File: config.mk
export PLATFORM = sky130hd
export DESIGN_NAME = cp0_exception_unit
export DESIGN_NICKNAME = d
export VERILOG_FILES = /design/src/rtl/cp0_pkg.sv /design/src/rtl/cp0_exc_arbiter.sv /design/src/rtl/cp0_exception_unit.sv
export SDC_FILE = /design/constraint.sdc
export NUM_CORES = 1
export LEC_CHECK = 0
export ABC_CLOCK_PERIOD_IN_PS = 1900
export CAP_MARGIN = 20
export CORE_ASPECT_RATIO = 0.6
export CORE_MARGIN = 3
export CORE_UTILIZATION = 36
export DETAILED_ROUTE_END_ITERATION = 12
export PLACE_DENSITY = 0.77
export SLEW_MARGIN = 20
export SYNTH_ARGS = -nofsm -noshare
export SYNTH_HDL_FRONTEND = slang
export SYNTH_SLANG_ARGS = --single-unit
File: constraint.sdc
create_clock -name clk -period 1.9 [get_ports clk]
set_input_delay 0.285 -clock clk [delete_from_list [all_inputs] [get_ports clk]]
set_output_delay 0.285 -clock clk [all_outputs]
set_load 0.1 [all_outputs]
File: src/rtl/cp0_pkg.sv
// cp0_pkg: register numbers, exception codes and bit-field positions for the CP0 exception unit
package cp0_pkg;
  localparam logic [4:0] REG_SR = 5'd12, REG_CAUSE = 5'd13, REG_EPC = 5'd14, REG_PRID = 5'd15;
  localparam logic [4:0] EXC_INT = 5'd0, EXC_ADEL = 5'd4, EXC_ADES = 5'd5, EXC_RI = 5'd10, EXC_OV = 5'd12;
  localparam int SR_IE = 0, SR_EXL = 1, IM_LO = 10, IM_HI = 15;
  localparam int CAUSE_BD = 31, IP_LO = 10, IP_HI = 15, EXC_LO = 2, EXC_HI = 6;
  typedef enum logic {RUN, HANDLER} mode_e;
endpackage

File: src/rtl/cp0_exc_arbiter.sv
// cp0_exc_arbiter: decides whether to take an interrupt or exception this cycle and the ExcCode to record
module cp0_exc_arbiter
  import cp0_pkg::*;
(
  input  logic       en,
  input  logic [5:0] ip,
  input  logic [5:0] im,
  input  logic       ie,
  input  logic       exl,
  input  logic [4:0] exc_code,
  output logic       int_req,
  output logic       exc_req,
  output logic       take,
  output logic [4:0] exc_next
);
  assign int_req  = en & (|(ip & im)) & ie & ~exl;
  assign exc_req  = en & (|exc_code) & ~exl;
  assign take     = int_req | exc_req;
  assign exc_next = int_req ? EXC_INT : exc_code;
endmodule

File: src/rtl/cp0_exception_unit.sv
// cp0_exception_unit: CP0 SR/Cause/EPC/PRId registers, EXL mode FSM and fetch redirect
module cp0_exception_unit
  import cp0_pkg::*;
#(
  parameter logic [31:0] HANDLER_ADDR = 32'h0000_4180,
  parameter logic [31:0] PRID         = 32'h4D49_5053
) (
  input  logic        clk,
  input  logic        reset,
  input  logic [31:0] pc_m,
  input  logic        bd_m,
  input  logic [4:0]  exc_code_m,
  input  logic [5:0]  hw_int,
  input  logic        cp0_we,
  input  logic [4:0]  cp0_addr,
  input  logic [31:0] cp0_wdata,
  input  logic        eret_m,
  output logic [31:0] cp0_rdata,
  output logic        GOTO_HANDLER,
  output logic        ERET,
  output logic [31:0] EPC,
  output logic [31:0] handler_pc
);
  mode_e       mode_q, mode_d;
  logic [5:0]  im_q, ip_q;
  logic        ie_q, bd_q;
  logic [4:0]  exc_q, exc_next;
  logic [31:0] epc_q, sr_val, cause_val;
  logic        int_req, exc_req, take, exl, wr;
  assign exl = mode_q == HANDLER;
  assign wr  = cp0_we & ~take;
  cp0_exc_arbiter u_arb (
    .en(reset), .ip(ip_q), .im(im_q), .ie(ie_q), .exl(exl), .exc_code(exc_code_m),
    .int_req(int_req), .exc_req(exc_req), .take(take), .exc_next(exc_next)
  );
  assign GOTO_HANDLER = take;
  assign ERET         = reset & eret_m & ~take;
  assign EPC          = epc_q;
  assign handler_pc   = HANDLER_ADDR;
  // EXL: taking wins over return, return wins over a software write of SR.EXL
  always_comb
    mode_d = take ? HANDLER :
             ERET ? RUN :
             (wr && cp0_addr == REG_SR) ? (cp0_wdata[SR_EXL] ? HANDLER : RUN) : mode_q;
  always_ff @(posedge clk or negedge reset)
    if (!reset) mode_q <= RUN;
    else mode_q <= mode_d;
  always_ff @(posedge clk or negedge reset)
    if (!reset) begin
      im_q  <= '0;
      ie_q  <= 1'b0;
      ip_q  <= '0;
      bd_q  <= 1'b0;
      exc_q <= '0;
      epc_q <= '0;
    end else begin
      ip_q <= hw_int;
      if (take) begin
        bd_q  <= bd_m;
        exc_q <= exc_next;
        epc_q <= bd_m ? pc_m - 32'd4 : pc_m;
      end else if (wr) begin
        if (cp0_addr == REG_SR) begin
          im_q <= cp0_wdata[IM_HI:IM_LO];
          ie_q <= cp0_wdata[SR_IE];
        end
        if (cp0_addr == REG_EPC) epc_q <= cp0_wdata;
      end
    end
  assign sr_val    = {16'h0, im_q, 8'h0, exl, ie_q};
  assign cause_val = {bd_q, 15'h0, ip_q, 3'h0, exc_q, 2'h0};
  always_comb
    cp0_rdata = (cp0_addr == REG_SR)    ? sr_val :
                (cp0_addr == REG_CAUSE) ? cause_val :
                (cp0_addr == REG_EPC)   ? epc_q :
                (cp0_addr == REG_PRID)  ? PRID : 32'h0;
endmodule
==> impl_metrics.toml, run 1 <==
[placed_design]
dp_hpwl_um = 10080
post_dp_cell_area_um2 = 6090
io_buffers = 150
gp_congestion = 0.9546
pre_cts_ws_ps = -534.8

[floorplan]
die_area_um2 = 11050
die_height_um = 82.63
row_count = 27
io_pins = 183
die_w_um = 133.7
start_util_pct = 37.65
core_region_area_um2 = 9358

[outcome]
violations = "setup timing"
status = "finished, violations left"

[pwr]
vdd_drop_max_uv = 919.8
pwr-share-comb_pct = 60.4
switching_share_pct = 54.67
seq_power_share_pct = 24.9
power.density_nw_per_um2 = 1086
power.share.clock_pct = 14.7
p_leak_nw = 2.916
p_sw_mw = 3.984
internal_power_mw = 3.304

[sta]
fin_crit_ps = 2071
final.period_utilization_pct = 109.0
skew_ps = 6.679
worst_slew_pin_slew_ps = 696.5
hold_viol_final = 0
final-setup-viol-count = 9
slew_viol_final = 0
rsz0062_at_grt = "true"
setup-tns-final_ps = -443.7
slew_headroom_pct = 53.56
max_clock_freq_ghz = 0.4829
fin_ws_ps = -170.8

[clocking]
cts_tree = "built"
cts_buffers = 5
path_clk_slew_ps = 70
insertion_delay_ps = 300
clockBufferDepth = 2
cts.sinks = 52
ctsHtreeMaxLevel = 2
clk_root_buffer_cell = "clkbuf_16"

[drt]
drt-total-wl_um = 13770
wl_per_cell_um = 18.76
drt_first_pass_iters = 4
num_vias = 3736
drtIter0Drc = 248
drc_errors = 0
ant_nets = 0
vias_per_cell = 5.090

[grt]
antenna_found_initial = 0
grt_overflow_total = 0
grt_pass1_wl_um = 19960
grt_pass1_vias = 3728
grt_max_degree = 53
track_usage_pct = 23.42

[synthesis]
ys_ff_latch = 52
ys.flop_type = "dfrtp_1"
synth-edff-count = 0
syn_inst = 373
synthDominantCellAreaShare_pct = 36.93
yosysTopAreaCell = "dfrtp_1"
ys_warn_count = 0
async_flop_share_pct = 100.0
netlist_top_cells_area = "dfrtp_1, mux2i_1, buf_4"
syn_area_um2 = 3523
syn_avg_cell_area_um2 = 9.446
seq_area_frac_synth_pct = 36.93
synth.distinct_cells = 50

[layout]
nets = 689
insertedDiodeCount = 0
stdcell_area_um2 = 6711
drive_gt1_share_pct = 44.37
finish.utilization_pct = 71.72
area_growth_pct = 90.48
final.fill_count = 675
final_common_cell = "buf_4"
layout_common_cells = "buf_4, clkdlybuf4s50_1, mux2i_1, dfrtp_1, buf_12"

[job]
drv_cap = 0

[critical_path]
cp-startpoint = "im_q[4]"
end_kind = "output port"
r2r_cells = 8
critPathKind = "flop to output port"
max_stage_delay_ps = 420
path_cells = "a22oi_2 > a31oi_4 > o31ai_4 > buf_6 > and2_4 > buf_12"
critPathRequiredTime_ps = 1620
critPathLaunchType = "flop"
critPathSlowestCell = "dfrtp_1"
cp.arrival_ps = 1790
r2r_start = "im_q[4]"
crit_fanout = 3

[hold_path]
hp-class = "primary input to async pin"
[per-layer routing]
metal / vias to the layer above / wire, µm / global-route usage (%)
li1: 1712 / - / -
met1: 1858 / 6310 / 31.82
met2: 151 / 6456 / 39.02
met3: 15 / 853 / 5.024
met4: 0 / 153 / 4.928
met5: - / 0 / 0
[final timing paths]
| kind | slack [ps] | endpoint |
|---|---|---|
| hold / removal | 180 | ip_q[5] |
| hold reg to reg | 510 | bd_q |
| setup / recovery | -170 | ERET |
| min in group clk | 350 | exc_q[2] |
| max in group asynchronous | 1200 | EPC[4] |
| setup reg to reg | -30 | im_q[1] |
[cell type report]
type / instances / area (µm²) / share of cell area (%)
clock buffer: 6 / 128.9 / 1.920
clock inverter: 2 / 38.79 / 0.5779
multi-input combinational: 296 / 2426 / 36.15
tap: 130 / 162.7 / 2.424
timing repair buffer: 243 / 2619 / 39.02
inverter: 5 / 18.77 / 0.2796
sequential: 52 / 1318 / 19.63
[cell usage after synthesis, types with 2 or more instances]
cell type	number
o22ai_1	2
nand4_1	3
nor2_1	40
a22oi_1	11
xnor2_1	12
buf_2	6
nor4b_1	2
clkbuf_1	9
mux2_2	9
buf_4	32
nand2_1	20
inv_1	5
buf_1	2
and2_1	13
dfrtp_1	52
nor3_1	6
a21oi_1	13
xor2_1	10
nand4b_1	2
nor3b_1	2
nor4_1	6
conb_1	2
nor2b_1	4
nand2b_1	3
a22o_1	5
mux2i_1	54
or3_1	3
a31oi_1	2
nand3_1	3
or4_1	2
or3_4	2
o21ai_0	17
nand3b_1	2
[through the flow]
stage	hold slack [ps]	instances	total power, mW
floorplan	-10.59	403	4.861
global placement	466.8	705	5.912
global route	244.6	734	7.537
detailed placement	485.8	705	5.978
finish	183.8	734	7.288
CTS	201.7	722	7.122
[power groups by stage]
| stage | clock network [mW] | logic, mW | registers, mW |
|---|---|---|---|
| global route | 1.13 | 4.55 | 1.87 |
| floorplan | 0 | 1.24 | 3.62 |
| detailed placement | 0 | 4.16 | 1.81 |
| CTS | 1.08 | 4.24 | 1.81 |
| global placement | 0 | 4.12 | 1.79 |
| finish | 1.07 | 4.40 | 1.82 |
[timing repair]
| action | CTS | global route |
|---|---|---|
| setup endpoints to repair | 64 | 33 |
| cloned | 1 | 2 |
| setup buffers | 8 | 10 |
| pin swaps | 17 | 7 |
| hold buffers | 0 | 0 |
| resized for setup | 55 | 39 |
[kinds of logic after synthesis]
group / after synthesis / share of synthesized area, %
adder cells (fa/ha/maj): 1 / 0.3551
AND/OR/NAND/NOR: 123 / 19.57
AO/OA/AOI/OAI: 55 / 9.730
buffers and inverters: 55 / 9.517
XOR/XNOR: 22 / 5.469
other: 2 / 0.2131
multiplexers: 63 / 18.22
flip-flops: 52 / 36.93
[registers in the layout (all words and copies together) (netlist names)]
name   flops
exl        1
ip_q       6
exc_q      5
EPC       32
ie_q       1
bd_q       1
im_q       6
[critical path: cells and delay by family, from the launching register on]
kind            cells  cell delay [ps]
simple gates        1              130
compound gates      3              630
buf+inv             2              290
flops               1              420
(Power assumes the default switching activity.)
==> run 2: changes to the inputs <==
--- a/config.mk
+++ b/config.mk
@@ -5,13 +5,13 @@
 export SDC_FILE = /design/constraint.sdc
 export NUM_CORES = 1
 export LEC_CHECK = 0
-export ABC_CLOCK_PERIOD_IN_PS = 1900
-export CAP_MARGIN = 20
+export ABC_CLOCK_PERIOD_IN_PS = 2100
+export CAP_MARGIN = 15
 export CORE_ASPECT_RATIO = 0.6
 export CORE_MARGIN = 3
-export CORE_UTILIZATION = 36
+export CORE_UTILIZATION = 40
 export DETAILED_ROUTE_END_ITERATION = 12
-export PLACE_DENSITY = 0.77
+export PLACE_DENSITY = 0.81
 export SLEW_MARGIN = 20
 export SYNTH_ARGS = -nofsm -noshare
 export SYNTH_HDL_FRONTEND = slang
==> constraint.sdc (replaced) <==
create_clock -name clk -period 2.1 [get_ports clk]
set_input_delay 0.315 -clock clk [delete_from_list [all_inputs] [get_ports clk]]
set_output_delay 0.315 -clock clk [all_outputs]
set_load 0.1 [all_outputs]
==> impl_metrics.toml, run 2 (synthesis results as in run 1) <==
[drt]
drt-total-wl_um = 13070
drtIter0Drc = 265
drt_first_pass_iters = 5
vias_per_cell = 5.234
ant_nets = 0
drc_errors = 0
wl_per_cell_um = 18.54
num_vias = 3690

[layout]
stdcell_area_um2 = 6371
layout.area.seq_um2 = 1305
multi_input_comb_area_um2 = 2286
final.fill_count = 545
drive_gt1_share_pct = 40.54
largest_reg_flops = 32
nets = 682
insertedDiodeCount = 0
area_growth_pct = 80.82
final_cells = 705
layout_common_cells = "buf_4, clkdlybuf4s50_1, mux2i_1, dfrtp_1, buf_12"
final_common_cell = "buf_4"

[sta]
hold_viol_final = 0
skew_ps = 6.368
fin_crit_ps = 2150
final.period_utilization_pct = 102.4
slew_viol_final = 0
fin_ws_ps = -50.02
final-setup-viol-count = 2
worst_slew_pin_slew_ps = 676.8
max_clock_freq_ghz = 0.4651
slew_headroom_pct = 54.88
rsz0062_at_grt = "true"

[job]
drv_cap = 0

[grt]
grt_pass1_vias = 3765
grt_pass1_wl_um = 19690
grt_overflow_total = 0
track_usage_pct = 24.95
grt_max_degree = 53
antenna_found_initial = 0

[floorplan]
io_pins = 183
core_region_area_um2 = 8195
die_area_um2 = 10010
die_height_um = 78.70
die_w_um = 127.2
row_count = 25
start_util_pct = 42.99

[hold_path]
hp-class = "primary input to async pin"

[critical_path]
r2r_start = "im_q[2]"
critPathSlowestCell = "dfrtp_1"
critPathLaunchType = "flop"
end_kind = "output port"
crit_fanout = 4
r2r-end = "EPC[6]"
reg2reg_setup_slack_ps = 40
critPathRequiredTime_ps = 1780
cp.arrival_ps = 1840
path_cells = "a22oi_2 > a31oi_4 > o31ai_4 > buf_4 > and2_4 > buf_12"
max_stage_delay_ps = 420
critPathKind = "flop to output port"
r2r_cells = 10

[clocking]
cts.sinks = 52
ctsHtreeMaxLevel = 2
cts_tree = "built"
insertion_delay_ps = 290
path_clk_slew_ps = 70
holdBufCountCts = 0
clk_root_buffer_cell = "clkbuf_16"
clockBufferDepth = 2
cts_buffers = 5

[placed_design]
io_buffers = 150
gp_congestion = 0.9329
dp_hpwl_um = 10340
post_dp_cell_area_um2 = 5989
pre_cts_ws_ps = -415.8
dp.cells = 687

[pwr]
p_leak_nw = 2.777
power.density_nw_per_um2 = 993.3
vdd_drop_max_uv = 1109

[outcome]
status = "finished, violations left"
violations = "setup timing"
## run 2: area by class of cell
class	count	area share, %
inverters	5	0.2946
well taps	108	2.121
flip-flops and latches	52	20.48
multi-input cells	296	35.88
repair buffers	236	38.83
clock inverters	2	0.2160
clock buffers	6	2.180
## run 2: what timing repair did
action,4_1_cts,5_1_grt
pin swaps,5,6
gates cloned,0,1
buffers inserted,0,9
resized for setup,25,26
setup endpoints to repair,16,33
## run 2: how the worst max path moves through the flow
stage              from            to  slack, ps  depth (start not counted)
6_report        im_q[2]          ERET        -50                          6
2_1_floorplan    EPC[0]  cp0_rdata[0]       -250                          2
5_1_grt         im_q[2]          ERET       -110                          6
3_5_place_dp   pc_m[18]       EPC[29]       -420                          6
4_1_cts         ip_q[5]          ERET        -40                          6
3_3_place_gp   pc_m[18]       EPC[25]       -370                          6
## run 2: power breakdown
| part | switching (mW) | internal [mW] |
|---|---|---|
| clock network | 0.372 | 0.477 |
| registers | 0.305 | 1.32 |
| logic | 2.84 | 1.01 |
## run 2: critical path, delay by kind of cell (launching register included)
family          cells  cell delay, ps
flops               1             420
compound gates      3             660
simple gates        1             140
buf+inv             2             320
## run 2: per-layer routing
metal  track usage [%]  routed length (µm)
met1             34.84                5799
met2             40.19                6043
met3             5.376                 994
met4             5.139                 233
met5                 0                   0
## run 2: metrics by stage
stage / setup TNS [ps] / utilization [%] / total power, mW / hold slack (ps)
after global placement: -8366 / 73.08 / 5.304 / 463.8
final: -56.83 / 77.74 / 6.328 / 266.3
after detailed placement: -11580 / 73.08 / 5.377 / 472.6
after global routing: -296.6 / 77.74 / 6.545 / 294.2
after CTS: -41.12 / 75.47 / 6.251 / 277.9
after floorplan: -1492 / - / 4.340 / 19.41
